===== config.mk =====
export PLATFORM = sky130hd
export DESIGN_NAME = fetch_pc_unit_flat
export DESIGN_NICKNAME = d
export VERILOG_FILES = /design/src/rtl/cpu_pkg.sv /design/src/rtl/fetch_pc_unit_if.sv /design/src/rtl/next_pc_calc.sv /design/src/rtl/fetch_pc_unit.sv /design/src/flat_wrapper.sv
export SDC_FILE = /design/constraint.sdc
export NUM_CORES = 1
export LEC_CHECK = 0
export ABC_AREA = 1
export CAP_MARGIN = 5
export CORE_MARGIN = 10
export CORE_UTILIZATION = 45
export CTS_CLUSTER_SIZE = 16
export DETAILED_ROUTE_END_ITERATION = 7
export MAX_ROUTING_LAYER = met4
export PLACE_DENSITY_LB_ADDON = 0.08
export SLEW_MARGIN = 0
export SYNTH_ARGS = -nofsm -noshare
export SYNTH_HDL_FRONTEND = slang
export SYNTH_SLANG_ARGS = --single-unit

===== constraint.sdc =====
create_clock -name CLK -period 2.5 [get_ports CLK]
set_input_delay 0.375 -clock CLK [delete_from_list [all_inputs] [get_ports CLK]]
set_output_delay 0.375 -clock CLK [all_outputs]
set_load 0.005 [all_outputs]

===== src/rtl/cpu_pkg.sv =====
// rtl/cpu_pkg.sv - shared CPU constants, opcodes and fetch state encoding
package cpu_pkg;

    localparam int WORD_W = 32;

    localparam logic [5:0] OP_RTYPE = 6'h00;
    localparam logic [5:0] OP_J     = 6'h02;
    localparam logic [5:0] OP_BEQ   = 6'h04;

    localparam logic [WORD_W-1:0] NOP_INSTR = 32'h0000_0000;

    typedef enum logic [1:0] {
        ST_IDLE  = 2'd0,
        ST_FETCH = 2'd1,
        ST_EXEC  = 2'd2,
        ST_HALT  = 2'd3
    } fetch_state_e;

endpackage


===== src/rtl/fetch_pc_unit_if.sv =====
// rtl/fetch_pc_unit_if.sv - instruction memory req/ack bus between fetch unit and memory
interface fetch_pc_unit_if;
    import cpu_pkg::*;

    logic              imem_req;
    logic [WORD_W-1:0] imem_addr;
    logic              imem_ack;
    logic [WORD_W-1:0] imem_rdata;

    modport master (
        output imem_req,
        output imem_addr,
        input  imem_ack,
        input  imem_rdata
    );

    modport slave (
        input  imem_req,
        input  imem_addr,
        output imem_ack,
        output imem_rdata
    );

endinterface


===== src/rtl/next_pc_calc.sv =====
// rtl/next_pc_calc.sv - combinational next-PC selection from Jump/Branch/Zero
module next_pc_calc
    import cpu_pkg::*;
(
    input  logic [WORD_W-1:0] pc_plus4,
    input  logic [WORD_W-1:0] instr,
    input  logic              branch,
    input  logic              jump,
    input  logic              zero,
    output logic [WORD_W-1:0] next_pc
);

    logic [WORD_W-1:0] jump_target;
    logic [WORD_W-1:0] branch_target;
    logic [WORD_W-1:0] branch_offset;
    logic              unused_opcode;

    assign unused_opcode = ^instr[31:26];

    assign jump_target   = {pc_plus4[31:28], instr[25:0], 2'b00};
    assign branch_offset = {{14{instr[15]}}, instr[15:0], 2'b00};
    assign branch_target = pc_plus4 + branch_offset;

    // Jump wins over a taken branch when the control unit raises both.
    always_comb begin
        next_pc = pc_plus4;
        if (jump) begin
            next_pc = jump_target;
        end else if (branch && zero) begin
            next_pc = branch_target;
        end
    end

endmodule


===== src/rtl/fetch_pc_unit.sv =====
// rtl/fetch_pc_unit.sv - PC register and instruction fetch FSM (IDLE/FETCH/EXEC/HALT)
// Optional retired-instruction counter enabled by FETCH_PERF_CNT_EN.
module fetch_pc_unit
    import cpu_pkg::*;
#(
    parameter logic [WORD_W-1:0] RESET_PC    = 32'h0000_0000,
    parameter int                TIMEOUT_CYC = 16,
    parameter int                CNT_W       = 5
) (
    input  logic              CLK,
    input  logic              RST,
    fetch_pc_unit_if.master   imem,
    input  logic              stall,
    input  logic              Branch,
    input  logic              Jump,
    input  logic              Zero,
    output logic [5:0]        OPCODES,
    output logic [5:0]        Funct,
    output logic [WORD_W-1:0] Instr,
    output logic [WORD_W-1:0] PC,
    output logic [WORD_W-1:0] PCPlus4,
    output logic              instr_valid,
    output logic              fetch_err
`ifdef FETCH_PERF_CNT_EN
    ,
    output logic [31:0]       retired_cnt
`endif
);

    fetch_state_e      state_q, state_d;
    logic [WORD_W-1:0] pc_q, pc_d;
    logic [WORD_W-1:0] instr_q, instr_d;
    logic              req_q, req_d;
    logic              valid_q, valid_d;
    logic              err_q, err_d;
    logic [CNT_W-1:0]  cnt_q, cnt_d;
    logic [WORD_W-1:0] pc_plus4;
    logic [WORD_W-1:0] next_pc;

    assign pc_plus4 = pc_q + 32'd4;

    next_pc_calc u_next_pc_calc (
        .pc_plus4 (pc_plus4),
        .instr    (instr_q),
        .branch   (Branch),
        .jump     (Jump),
        .zero     (Zero),
        .next_pc  (next_pc)
    );

    always_comb begin
        state_d = state_q;
        pc_d    = pc_q;
        instr_d = instr_q;
        req_d   = req_q;
        valid_d = valid_q;
        err_d   = err_q;
        cnt_d   = cnt_q;
        case (state_q)
            ST_IDLE: begin
                state_d = ST_FETCH;
                req_d   = 1'b1;
                cnt_d   = '0;
            end
            ST_FETCH: begin
                // An ack landing on the final wait cycle still counts as a hit.
                if (imem.imem_ack) begin
                    instr_d = imem.imem_rdata;
                    state_d = ST_EXEC;
                    req_d   = 1'b0;
                    valid_d = 1'b1;
                end else if (cnt_q == CNT_W'(TIMEOUT_CYC - 1)) begin
                    cnt_d   = CNT_W'(TIMEOUT_CYC);
                    err_d   = 1'b1;
                    req_d   = 1'b0;
                    state_d = ST_HALT;
                end else begin
                    cnt_d = cnt_q + CNT_W'(1);
                end
            end
            ST_EXEC: begin
                if (!stall) begin
                    pc_d    = next_pc;
                    cnt_d   = '0;
                    state_d = ST_FETCH;
                    req_d   = 1'b1;
                    valid_d = 1'b0;
                end
            end
            ST_HALT: begin
                req_d   = 1'b0;
                valid_d = 1'b0;
            end
            default: begin
                state_d = ST_IDLE;
                req_d   = 1'b0;
                valid_d = 1'b0;
            end
        endcase
    end

    always_ff @(posedge CLK) begin
        if (RST) begin
            state_q <= ST_IDLE;
            pc_q    <= RESET_PC;
            instr_q <= NOP_INSTR;
            req_q   <= 1'b0;
            valid_q <= 1'b0;
            err_q   <= 1'b0;
            cnt_q   <= '0;
        end else begin
            state_q <= state_d;
            pc_q    <= pc_d;
            instr_q <= instr_d;
            req_q   <= req_d;
            valid_q <= valid_d;
            err_q   <= err_d;
            cnt_q   <= cnt_d;
        end
    end

`ifdef FETCH_PERF_CNT_EN
    logic [31:0] retired_q, retired_d;

    always_comb begin
        retired_d = retired_q;
        if (state_q == ST_EXEC && !stall) begin
            retired_d = retired_q + 32'd1;
        end
    end

    always_ff @(posedge CLK) begin
        if (RST) begin
            retired_q <= 32'd0;
        end else begin
            retired_q <= retired_d;
        end
    end

    assign retired_cnt = retired_q;
`endif

    assign imem.imem_req  = req_q;
    assign imem.imem_addr = pc_q;
    assign Instr          = instr_q;
    assign OPCODES        = instr_q[31:26];
    assign Funct          = instr_q[5:0];
    assign PC             = pc_q;
    assign PCPlus4        = pc_plus4;
    assign instr_valid    = valid_q;
    assign fetch_err      = err_q;

endmodule

===== src/flat_wrapper.sv =====
// flat-port wrapper written by rule: the top's interface ports become plain ports
module fetch_pc_unit_flat import cpu_pkg::*;
#(
    parameter logic [WORD_W-1:0] RESET_PC    = 32'h0000_0000,
    parameter int                TIMEOUT_CYC = 16,
    parameter int                CNT_W       = 5
)
  (CLK, RST, stall, Branch, Jump, Zero, OPCODES, Funct, Instr, PC, PCPlus4, instr_valid, fetch_err, imem_imem_req, imem_imem_addr, imem_imem_ack, imem_imem_rdata);
  fetch_pc_unit_if imem_i ();
  input  logic CLK;
  input  logic RST;
  input  logic stall;
  input  logic Branch;
  input  logic Jump;
  input  logic Zero;
  output logic [5:0] OPCODES;
  output logic [5:0] Funct;
  output logic [WORD_W-1:0] Instr;
  output logic [WORD_W-1:0] PC;
  output logic [WORD_W-1:0] PCPlus4;
  output logic instr_valid;
  output logic fetch_err;
  output wire logic [$bits(imem_i.imem_req)-1:0] imem_imem_req;
  output wire logic [$bits(imem_i.imem_addr)-1:0] imem_imem_addr;
  input wire logic [$bits(imem_i.imem_ack)-1:0] imem_imem_ack;
  input wire logic [$bits(imem_i.imem_rdata)-1:0] imem_imem_rdata;
  assign imem_imem_req = imem_i.imem_req;
  assign imem_imem_addr = imem_i.imem_addr;
  assign imem_i.imem_ack = imem_imem_ack;
  assign imem_i.imem_rdata = imem_imem_rdata;
  fetch_pc_unit #(.RESET_PC(RESET_PC), .TIMEOUT_CYC(TIMEOUT_CYC), .CNT_W(CNT_W)) u_core (.CLK(CLK), .RST(RST), .imem(imem_i), .stall(stall), .Branch(Branch), .Jump(Jump), .Zero(Zero), .OPCODES(OPCODES), .Funct(Funct), .Instr(Instr), .PC(PC), .PCPlus4(PCPlus4), .instr_valid(instr_valid), .fetch_err(fetch_err));
endmodule

Word level (Yosys, flattened, before mapping)

Cells that the tools add are included.

Flip-flop bits (word level): 74
Bits in latches: 0
RAM bits: 0
Memory bits (read-only): 0
Output and inout port bits: 143
Word-level logic and storage cells: 48
Memories: 0

Add/subtract/negate cells: 3
$mul: 0
Div/mod/pow operators: 0
$lt $le $gt $ge: 0
Eq/ne operators: 8
Shifts and indexed selects: 0
Multiplexer cells: 17
Bitwise operators: 2
Reductions and logical operators: 11

Operator list:

| operator                                               | count |
|---|---|
| 2-to-1 mux 32 bit                                      | 2 |
| adder 32 x 3 -> 32 bit (second input constant)         | 1 |
| adder 32 bit                                           | 1 |
| 2-to-1 mux 5 bit                                       | 3 |
| one-hot mux 5 bit (3 select lines)                     | 1 |
| AND reduction 3 bit                                    | 4 |
| 2-to-1 mux 2 bit                                       | 3 |
| inequality test 2 bit (second input constant)          | 3 |
| one-hot mux 2 bit (3 select lines)                     | 1 |
| AND reduction 2 bit                                    | 3 |
| nonzero test 3 bit                                     | 2 |
| adder 5 x 1 -> 5 bit (second input constant)           | 1 |
| equality test 5 x 4 -> 1 bit (second input constant)   | 1 |
| 2-to-1 mux 1 bit                                       | 5 |
| equality test 2 bit (second input constant)            | 2 |
| one-hot mux 1 bit (4 select lines)                     | 1 |
| inequality test 3 x 2 -> 1 bit (second input constant) | 1 |
| one-hot mux 1 bit (3 select lines)                     | 1 |
| equality test 2 x 1 -> 1 bit (second input constant)   | 1 |
| logical NOT 2 bit                                      | 1 |
| inverter 1 bit                                         | 2 |
| logical AND 1 bit                                      | 1 |

Longest topological paths before layout

Depth after elaboration: 4
Gate-level depth with buffers: 25

By module

Synthesis repeated with hierarchy kept, for this count alone.

Cells, all modules: 1124
Area, all modules: 6571.3 um^2

By module, submodules not included:

| module        | instances | cells an instance | area an instance (um^2) | seq. area each (um^2) |
|---|---|---|---|---|
| fetch_pc_unit | 1         | 569               | 3832.4                  | 1481.4 |
| next_pc_calc  | 1         | 555               | 2738.9                  | 0.0 |

Least setup slack after synthesis

No wires, ideal clock.

Path kind: flip-flop to flip-flop
Start point: register u_core.pc_q[2], in the netlist u_core.PC[2]
End point: register u_core.pc_q[25], in the netlist u_core.PC[25]
Library setup time: 131 ps
Arrival: 2666 ps
Required time: 2369 ps
Setup slack: -297 ps
Stages on the path, launching flop included: 20
Buffers on the path: 0
Cells stage by stage: dfxtp_1 > ha_1 > nand3_1 > nor2_2 > nor3b_1 > nand2_1 > nand2_1 > inv_1 > ha_1 > nand2_1 > inv_1 > nand2_1 > o21ai_0 > nand2_1 > nand3_1 > nand2_1 > nand3_1 > nand2_1 > nand2_1 > a21oi_2

Word-level cells in the longest chain between the ends: 4

Ends and longest elaborated chain:

| item                   | line                 | source |
|---|---|---|
| start, declared        | fetch_pc_unit.sv:31  | `logic [WORD_W-1:0] pc_q, pc_d;` |
| start signal, assigned | fetch_pc_unit.sv:113 | `pc_q <= pc_d;` |
| adder 32 x 3 -> 32 bit | fetch_pc_unit.sv:40  | `assign pc_plus4 = pc_q + 32'd4;` |
| via PCPlus4[16]        | flat_wrapper.sv:20   | `output logic [WORD_W-1:0] PCPlus4;` |
| adder 32 bit           | next_pc_calc.sv:22   | `assign branch_target = pc_plus4 + branch_offset;` |
| 2-to-1 mux 32 bit      | next_pc_calc.sv:29   | `end else if (branch && zero) begin` |
| 2-to-1 mux 32 bit      | next_pc_calc.sv:27   | `if (jump) begin` |

The timed path passes the listed nets, and every way through them passes these cells.
A chain may end at the register's enable or synchronous reset.

Final worst setup path

Start point: register u_core.pc_q[13], in the netlist u_core.PC[13]
End point: register u_core.pc_q[24], in the netlist u_core.PC[24]

Word-level cells in the longest chain between the ends: 4

Ends and longest elaborated chain:

| item                       | line |
|---|---|
| adder 32 x 3 -> 32 bit (*) | fetch_pc_unit.sv:40 |
| adder 32 bit               | next_pc_calc.sv:22 |
| 2-to-1 mux 32 bit (*)      | next_pc_calc.sv:29 |
| 2-to-1 mux 32 bit (*)      | next_pc_calc.sv:27 |

Every way passes the cells marked *; elsewhere a longest branch is shown, timed or not.

==> flow_metrics.tcl <==
set metrics [dict create \
    finalHoldViolCount 0 \
    async_flop_share_pct 0 \
    numCtsBuffers 9 \
    cts_buffer_depth 2 \
    drt_first_pass_iters 5 \
    grt_pass1_vias 8382 \
    cts_tree "yes" \
    grt_usage_pct 28.3 \
    grt_max_degree 53 \
    cap_violations 0 \
    max-slew-margin-rel_pct 59.5 \
    path_max_fanout 4 \
    antenna_found_initial 0 \
    dp_hpwl_um 21500 \
    finalWirelength_um 29600 \
    gp_congestion 0.983 \
    wl_per_cell_um 18.0 \
    placedCellCount 1594 \
    viasPerCell 5.24 \
    ys_top_cells_by_area "dfxtp_1 22%, nand2_1 19%, inv_1 9.5%" \
    die_x_um 141 \
    finClkSkew_ns 0.0107 \
    yosysWarningCount 0 \
    synth_edf_count 0 \
    post-route-period-util_pct 113 \
    grt_first_pass_wirelength_um 44300 \
    required_ns 2.80 \
    worstPathArrival_ns 3.12 \
    drt_iter0_drc 644 \
    seqCellArea_um2 1510 \
    slew_viol_final 0 \
    ys_ff_latch 72 \
    yosys_most_used_dff "dfxtp_1" \
    clk-insertion-delay-late_ns 0.36 \
    rsz0062_at_grt "yes" \
    p_per_area_nw_per_um2 317 \
    antenna_left 0 \
    dp_slack_ns -0.716 \
    die_h_um 141 \
    holdBufCountCts 0 \
    ir_drop_mv 0.290 \
    diodes 0 \
    crit_path_start_kind "flip-flop" \
    hold_ws_ns 0.477 \
    fillers 1064 \
    status "finished with violations" \
    num_io_pins 182 \
    final_cell_mix "249 x nand2_1, 199 x buf_4, 153 x clkdlybuf4s50_1" \
    cp-end-kind "flip-flop" \
    yosysTopAreaCellShare_pct 21.8 \
    root_buffer "clkbuf_16" \
    start_util_pct 45.7 \
    final_common_cell "nand2_1" \
    fmax_mhz 355 \
    synth_cell_types 43 \
    die_area_um2 19900 \
    hp-class "reg -> reg" \
    setup_ws_ns -0.319 \
    numPortBuffers 175 \
    fin_nets 1531 \
    period_needed_ns 2.82 \
    tightest_slew_ns 0.606 \
    synth_cells 1120 \
    critical_path_class "reg -> reg" \
    ys_seq_area_share_pct 21.8 \
    yosysTopAreaCell "dfxtp_1" \
    path_clk_slew_ns 0.07 \
    setup_viol 26 \
    postSynthAreaPerCell_um2 5.90 \
    grt_overflow 0 \
    cts_htree_levels 3 \
    core_area_um2 14500 \
    violations "setup timing" \
    clock_sinks 72 \
    final_cell_count_no_fill 1642 \
    num_vias 8611 \
    syn_area_um2 6610 \
    drc 0 \
    rows 44 \
    multi_input_area_um2 5490 \
    drive_gt1_share_pct 39.4 \
    areaGrowthSynthToFinish_pct 76.6 \
    cellLeakagePower_nw 5.65 \
]
==> worst max-delay path: stages (launching register included) <==
cell and delay [ns]:
dfxtp_2 0.38, nand2_4 0.08, nor2_4 0.14, buf_6 0.11, inv_2 0.03, nor2_2 0.13, nand2_2 0.10, nor2_4 0.14
xor2_4 0.30, ha_4 0.26, buf_4 0.13, nand2_2 0.07, nor2_4 0.05, nand2_2 0.08, nor2_1 0.04, nand2_1 0.12
nand3_1 0.12, nand2_1 0.08, nand3_2 0.12, nand2_2 0.11, nand2_2 0.05, a21oi_2 0.10
==> synth_stat cells, types with 11 or more instances <==
| cell | n |
|---|---|
| o21ai_0 | 41 |
| inv_1 | 168 |
| nand2_1 | 343 |
| nand4_1 | 11 |
| buf_4 | 48 |
| nor2_1 | 79 |
| nand3_1 | 71 |
| nor3_1 | 15 |
| clkbuf_1 | 21 |
| ha_1 | 38 |
| dfxtp_1 | 72 |
| xor2_1 | 18 |
| a21oi_1 | 114 |
==> cell families (layout without fill, tap and decap cells) <==
| kind of cell | Yosys count | in the layout | synth area share, % |
|---|---|---|---|
| flops | 72 | 72 | 21.8 |
| fa+ha+maj | 39 | 39 | 7.49 |
| other cells | 1 | 6 | 0.0567 |
| simple gates | 558 | 558 | 36.0 |
| xor+xnor | 21 | 21 | 2.90 |
| buf+inv | 246 | 579 | 16.8 |
| compound gates | 183 | 183 | 15.0 |
==> stage by stage <==
step | area [µm²] | power (mW) | utilization, % | TNS [ns]
floorplan | 6730 | 1.66 | - | -0.000500
global placement | 9660 | 2.10 | 66.7 | -8.45
detailed placement | 9660 | 2.11 | 66.7 | -9.02
CTS | 10900 | 3.64 | 75.3 | -4.11
global route | 11700 | 3.84 | 80.7 | -8.43
finish | 11700 | 3.70 | 80.7 | -5.01
==> per-layer routing <==
layer	GRT usage [%]	routed length (µm)	vias to the layer above
li1	-	-	4150
met1	33.9	12200	4012
met2	46.3	14300	372
met3	5.37	2190	77
met4	10.3	960	0
met5	-	0	-
==> final cells by class <==
type,instances,share of cell area (%)
flip-flops and latches,72,12.9
inverters,170,5.53
clock buffers,10,1.96
clock inverters,6,0.803
well taps,184,1.97
multi-input cells,807,47.0
repair buffers,393,29.8
==> registers in the layout, indices dropped and copies added, names as in the netlist <==
signal / cells
u_core.Instr: 32
u_core.PC: 30
u_core.cnt_q: 5
u_core.state_q: 2
u_core.fetch_err: 1
u_core.imem.imem_req: 1
u_core.instr_valid: 1
==> power by group <==
| part | internal (mW) | switching, mW | total, mW |
|---|---|---|---|
| sequential | 1.19 | 0.0567 | 1.25 |
| clock | 0.881 | 0.591 | 1.47 |
| combinational | 0.496 | 0.486 | 0.981 |
==> what timing repair did <==
item	in CTS	in global routing
resized for setup	219	199
setup buffers	19	13
endpoints found under the setup margin	46	46
pin swaps	63	93
==> worst paths after layout <==
| kind | endpoint | cells past startpoint | startpoint | slack [ns] |
|---|---|---|---|---|
| max | u_core.PC[24]$_SDFFE_PP0P_ | 21 | u_core.PC[13]$_SDFFE_PP0P_ | -0.32 |
| min | u_core.Instr[19]$_SDFFE_PP0P_ | 2 | u_core.Instr[19]$_SDFFE_PP0P_ | 0.48 |
| max reg2reg | u_core.PC[24]$_SDFFE_PP0P_ | 21 | u_core.PC[13]$_SDFFE_PP0P_ | -0.32 |
| min reg2reg | u_core.Instr[19]$_SDFFE_PP0P_ | 2 | u_core.Instr[19]$_SDFFE_PP0P_ | 0.48 |
No activity file was read; power rests on OpenSTA's default activity.
